## config.mk

```make
export PLATFORM = sky130hd
export DESIGN_NAME = fmul_arbiter
export DESIGN_NICKNAME = d
export VERILOG_FILES = /design/src/rtl/fmul_arbiter.sv
export SDC_FILE = /design/constraint.sdc
export NUM_CORES = 1
export LEC_CHECK = 0
export BUFFER_PORTS_ARGS = -buffer_cell sky130_fd_sc_hd__buf_2
export CAP_MARGIN = 25
export CORE_UTILIZATION = 52
export CTS_BUF_LIST = sky130_fd_sc_hd__clkbuf_2 sky130_fd_sc_hd__clkbuf_4 sky130_fd_sc_hd__clkbuf_8
export CTS_CLUSTER_SIZE = 25
export DETAILED_ROUTE_END_ITERATION = 7
export PLACE_DENSITY = 0.85
export SLEW_MARGIN = 20
export SYNTH_ARGS = -nofsm -noshare
export SYNTH_HDL_FRONTEND = slang
export SYNTH_SLANG_ARGS = --single-unit
```

## constraint.sdc

```tcl
create_clock -name clk -period 2.5 [get_ports clk]
set_input_delay 0.5 -clock clk [delete_from_list [all_inputs] [get_ports clk]]
set_output_delay 0.5 -clock clk [all_outputs]
set_load 0.1 [all_outputs]
```

## src/rtl/fmul_arbiter.sv

```systemverilog
// fmul_arbiter: round-robin front end for a shared FP multiplier pipe with special-value bypass and per-requester result FIFOs
module fmul_arbiter #(
  parameter int LAT = 3,
  parameter int DEPTH = 4,
  parameter int TAG_W = 4
) (
  input  logic             clk,
  input  logic             rst_n,
  input  logic             req0_valid,
  output logic             req0_ready,
  input  logic [31:0]      req0_a,
  input  logic [31:0]      req0_b,
  input  logic [TAG_W-1:0] req0_tag,
  input  logic             req1_valid,
  output logic             req1_ready,
  input  logic [31:0]      req1_a,
  input  logic [31:0]      req1_b,
  input  logic [TAG_W-1:0] req1_tag,
  output logic             pipe_valid,
  output logic [31:0]      pipe_a,
  output logic [31:0]      pipe_b,
  input  logic [31:0]      pipe_res,
  output logic             rsp0_valid,
  input  logic             rsp0_ready,
  output logic [31:0]      rsp0_data,
  output logic [TAG_W-1:0] rsp0_tag,
  output logic             rsp1_valid,
  input  logic             rsp1_ready,
  output logic [31:0]      rsp1_data,
  output logic [TAG_W-1:0] rsp1_tag,
  output logic             busy
);
  localparam int AW = $clog2(DEPTH);
  localparam int CW = $clog2(DEPTH + 1);
  logic [1:0] elig, gnt, pop, push, ne;
  logic [CW-1:0] cred [2];
  logic last, gid, spec, sgn, a_nan, b_nan, a_inf, b_inf, a_zero, b_zero;
  logic [31:0] ga, gb, sval, res;
  logic [TAG_W-1:0] gtag;
  logic [LAT:0] sh_v, sh_id, sh_sp;
  logic [TAG_W-1:0] sh_tag [LAT+1];
  logic [31:0] sh_val [LAT+1];
  logic [31:0] fd [2][DEPTH];
  logic [TAG_W-1:0] ft [2][DEPTH];
  logic [AW:0] wp [2], rp [2];
  always_comb begin
    elig[0] = req0_valid && cred[0] < CW'(DEPTH);
    elig[1] = req1_valid && cred[1] < CW'(DEPTH);
    // last == 1 means requester 1 won most recently, so 0 has priority
    gnt[0] = rst_n && elig[0] && (!elig[1] || last);
    gnt[1] = rst_n && elig[1] && (!elig[0] || !last);
    gid = gnt[1];
    ga = gid ? req1_a : req0_a;
    gb = gid ? req1_b : req0_b;
    gtag = gid ? req1_tag : req0_tag;
    a_nan = &ga[30:23] && |ga[22:0];
    b_nan = &gb[30:23] && |gb[22:0];
    a_inf = &ga[30:23] && !(|ga[22:0]);
    b_inf = &gb[30:23] && !(|gb[22:0]);
    a_zero = !(|ga[30:23]);
    b_zero = !(|gb[30:23]);
    sgn = ga[31] ^ gb[31];
    spec = a_nan || b_nan || a_inf || b_inf || a_zero || b_zero;
    sval = (a_nan || b_nan || (a_inf && b_zero) || (b_inf && a_zero)) ? 32'h7FC00000 :
           (a_inf || b_inf) ? {sgn, 8'hFF, 23'h0} : {sgn, 31'h0};
    push[0] = sh_v[LAT] && !sh_id[LAT];
    push[1] = sh_v[LAT] && sh_id[LAT];
    res = sh_sp[LAT] ? sh_val[LAT] : pipe_res;
    ne[0] = wp[0] != rp[0];
    ne[1] = wp[1] != rp[1];
    pop = {rsp1_ready, rsp0_ready} & ne;
  end
  assign req0_ready = gnt[0];
  assign req1_ready = gnt[1];
  assign rsp0_valid = ne[0];
  assign rsp1_valid = ne[1];
  assign rsp0_data = ne[0] ? fd[0][rp[0][AW-1:0]] : '0;
  assign rsp1_data = ne[1] ? fd[1][rp[1][AW-1:0]] : '0;
  assign rsp0_tag = ne[0] ? ft[0][rp[0][AW-1:0]] : '0;
  assign rsp1_tag = ne[1] ? ft[1][rp[1][AW-1:0]] : '0;
  assign busy = (|cred[0]) || (|cred[1]);
  always_ff @(posedge clk) begin
    if (!rst_n) begin
      last <= 1'b1;
      sh_v <= '0;
      pipe_valid <= 1'b0;
      pipe_a <= '0;
      pipe_b <= '0;
    end else begin
      if (|gnt) last <= gid;
      sh_v <= {sh_v[LAT-1:0], |gnt};
      pipe_valid <= |gnt && !spec;
      if (|gnt && !spec) begin
        pipe_a <= ga;
        pipe_b <= gb;
      end
    end
  end
  always_ff @(posedge clk) begin
    sh_id <= {sh_id[LAT-1:0], gid};
    sh_sp <= {sh_sp[LAT-1:0], spec};
    sh_tag[0] <= gtag;
    sh_val[0] <= sval;
    for (int i = 1; i <= LAT; i++) begin
      sh_tag[i] <= sh_tag[i-1];
      sh_val[i] <= sh_val[i-1];
    end
  end
  always_ff @(posedge clk) begin
    if (!rst_n) begin
      for (int i = 0; i < 2; i++) begin
        wp[i] <= '0;
        rp[i] <= '0;
        cred[i] <= '0;
      end
    end else begin
      for (int i = 0; i < 2; i++) begin
        if (push[i]) begin
          fd[i][wp[i][AW-1:0]] <= res;
          ft[i][wp[i][AW-1:0]] <= sh_tag[LAT];
          wp[i] <= wp[i] + 1'b1;
        end
        if (pop[i]) rp[i] <= rp[i] + 1'b1;
        cred[i] <= cred[i] + CW'(gnt[i]) - CW'(pop[i]);
      end
    end
  end
endmodule

```

==> qor.yml <==
status: "finished with violations"
violations: "negative setup slack"
criticalPathCategory: "flop to output pin"
finalHoldViolCount: 0
grt_overflow: 0
clockBufferDepth: 3
worstPathArrival_ns: 2.26
timing.rr.start: "rp[0][0]"
drv_cap: 0
skew_ns: 0.04271
finalSetupTns_ns: -17.81
grt_usage_pct: 32.30
worst_slack_ns: -0.2633
placement.cell_area_um2: 19380
fp.dieH_um: 180.8
finalMaxSlewViolations: 0
row_count: 65
die_x_um: 180.8
synth_edf_count: 300
synth_nets: 1300
drive_gt1_share_pct: 44.41
cp_max_fo: 5
cts_buffers: 67
rr_worst_depth: 13
hold_ws_ns: 0.09621
routabilityCongestion: 0.9490
setup_viol: 74
r2r_setup_slack_ns: 0
io_buffers: 315
vias: 12061
via_per_inst: 6.172
rsz0062_at_grt: "yes"
crit_path_start_kind: "flop"
worst_slew_pin_slew_ns: 1.032
cts_root_buf: "clkbuf_8"
post-synth-top-count-cell: "edfxtp_1"
clk_pin_slew_worst_paths_ns: 0.07
final_util_pct: 72.72
cts_tree: "done"
design.core.area_um2: 31470
period_needed_ns: 2.763
h-tree-depth: 3
nets: 1689
insertion_delay_ns: 0.61
wl_um: 53810
async_flop_share_pct: 0
peakVddDrop_mv: 0.7100
synth_commonest_cells: "edfxtp_1 (300), nand2_1 (146), dfxtp_1 (112)"
syn_area_per_cell_um2: 14.98
worstPathRequired_ns: 2.00
stdcell_area_um2: 22890
drt_iter0_markers: 1228
synth_top_flop_cell: "edfxtp_1"
synth_top_area_share_pct: 54.17
syn_area_um2: 16630
slew_headroom_pct: 30.45
yosysUniqueCellTypes: 43
synthTopCellsByArea: "edfxtp_1 (54%), dfxtp_1 (13%), mux4_2 (9.8%)"
hpwlAfterDp_um: 28060
area_growth_pct: 37.62
wire_per_inst_um: 27.54
drtAntennaViolNets: 0
grt_pass1_vias: 12227
grt_max_degree: 71
firstDrtPassIters: 6
drcViolationCount: 0
max_freq_ghz: 0.3619
yosysWarnings: 0
hold_depth: 3
leakage_nw: 8.893
grt_pass1_wl_um: 77560
antenna_found_initial: 5
endpoint_kind: "output pin"
synth_top_area_cell: "edfxtp_1"
cts_num_sinks: 412
io_pins: 316
ys_ff_latch: 412
power_mw: 23.47
hold_path.class: "primary input to flop"
r2r-end: "cred[0][2]"
min_to: "sh_tag[0][0]"
die_area_um2: 32700
holdCritStartpoint: "req1_tag[0]"
synth.yosys.seq_area_share_pct: 67.65
crit_start: "wp[0][4]"
post-route-period-util_pct: 110.5
synthCells: 1110
power_density_nw_per_um2: 1026
start_util_pct: 52.84
-- power by group --
part | switching, mW | internal [mW]
clock network | 2.82 | 3.26
registers | 0.265 | 7.73
logic | 6.18 | 3.23
total | 9.26 | 14.2
-- per-stage QoR --
stage / instances / setup WS [ns]
final: 1954 / -0.2633
after global routing: 1954 / -0.3466
after CTS: 1943 / -0.2489
after detailed placement: 1793 / 0.06639
after global placement: 1793 / 0.1099
after floorplan: 1110 / -0.4648
-- sequential cells by signal, summed over array words and instances, names as in the netlist, 12 cells and up --
register,cells
fd,256
pipe_b,32
pipe_a,32
sh_val,12
sh_tag,16
ft,32
-- worst max-delay path, cell delays in order (launching register included) --
cell and delay [ns]:
edfxtp_1 0.47, xor2_1 0.19, nor3_2 0.28, buf_6 0.20
buf_12 0.14, buf_16 0.15, nor2b_4 0.06, buf_12 0.16
-- metal layers --
layer | global-route usage (%) | vias to the layer above | routed length, um
met5 | 0 | - | 0
met4 | 15.01 | 0 | 2580
met3 | 6.390 | 160 | 4930
met2 | 57.93 | 856 | 28070
met1 | 37.15 | 6015 | 18230
li1 | - | 5030 | -
-- cells by family (layout without fill, tap and decap cells) --
family / Yosys count / after routing / share of synthesized area (%)
AOI/OAI and AO/OA: 86 / 86 / 5.191
xor gates and xnor gates: 16 / 16 / 0.8426
adders and majority gates: 16 / 16 / 1.294
buffers and inverters: 98 / 535 / 2.618
DFF: 412 / 412 / 67.65
muxes: 74 / 74 / 9.886
other: 0 / 5 / 0
and+or+nand+nor: 408 / 408 / 12.52
-- layout make-up --
type,instances,area (um^2)
Antenna cell,5,12.51
Clock inverter,28,216.5
Fill cell,1797,8587
Inverter,25,98.84
Tap cell,402,503.0
Sequential cell,412,11250
Clock buffer,89,1125
Timing Repair Buffer,393,4089
Multi-Input combinational cell,600,5592
-- how the worst max path moves through the flow --
stage | end | slack (ns) | cells after the start
after global routing | rsp1_data[20] | -0.35 | 7
after detailed placement | sh_val[0][31] | 0.07 | 8
after floorplan | rsp0_data[1] | -0.46 | 3
after CTS | rsp0_data[9] | -0.25 | 6
final | rsp1_data[20] | -0.26 | 7
after global placement | sh_val[0][31] | 0.11 | 8
-- timing repair --
item                                    CTS  global route
buffers inserted                         17             4
gates resized for setup                 350            31
endpoints found under the setup margin   75            78
hold buffers                              0             0
pin swaps                                 3             4
gates cloned                             16             5
-- cell usage in the layout (no fill, tap or decap), types with 4 or more instances in the layout --
| cell type | synthesis | routed |
|---|---|---|
| edfxtp_1 | 300 | 300 |
| inv_1 | 24 | 21 |
| clkinv_2 | 0 | 8 |
| xor2_1 | 7 | 4 |
| and3_2 | 0 | 5 |
| nor2_1 | 14 | 14 |
| o221a_2 | 14 | 14 |
| inv_6 | 0 | 4 |
| mux4_2 | 72 | 72 |
| clkbuf_8 | 0 | 73 |
| buf_12 | 0 | 99 |
| nor2b_4 | 0 | 73 |
| dfxtp_1 | 112 | 112 |
| buf_6 | 6 | 6 |
| nor3_1 | 6 | 4 |
| nor4_1 | 30 | 30 |
| nor2b_1 | 99 | 25 |
| o221a_1 | 50 | 50 |
| nand2_1 | 146 | 146 |
| buf_2 | 15 | 239 |
| o21ai_0 | 9 | 9 |
| clkinv_1 | 0 | 12 |
| clkbuf_4 | 0 | 16 |
| clkbuf_16 | 0 | 5 |
| ha_1 | 14 | 12 |
| nand3_1 | 66 | 65 |
| nand4_1 | 16 | 16 |
| buf_16 | 0 | 19 |
| buf_4 | 1 | 24 |
| and2_2 | 0 | 4 |
| xnor2_1 | 9 | 9 |
| and2_1 | 12 | 8 |
| diode_2 | 0 | 5 |
Power figures use the tool's default switching activity.
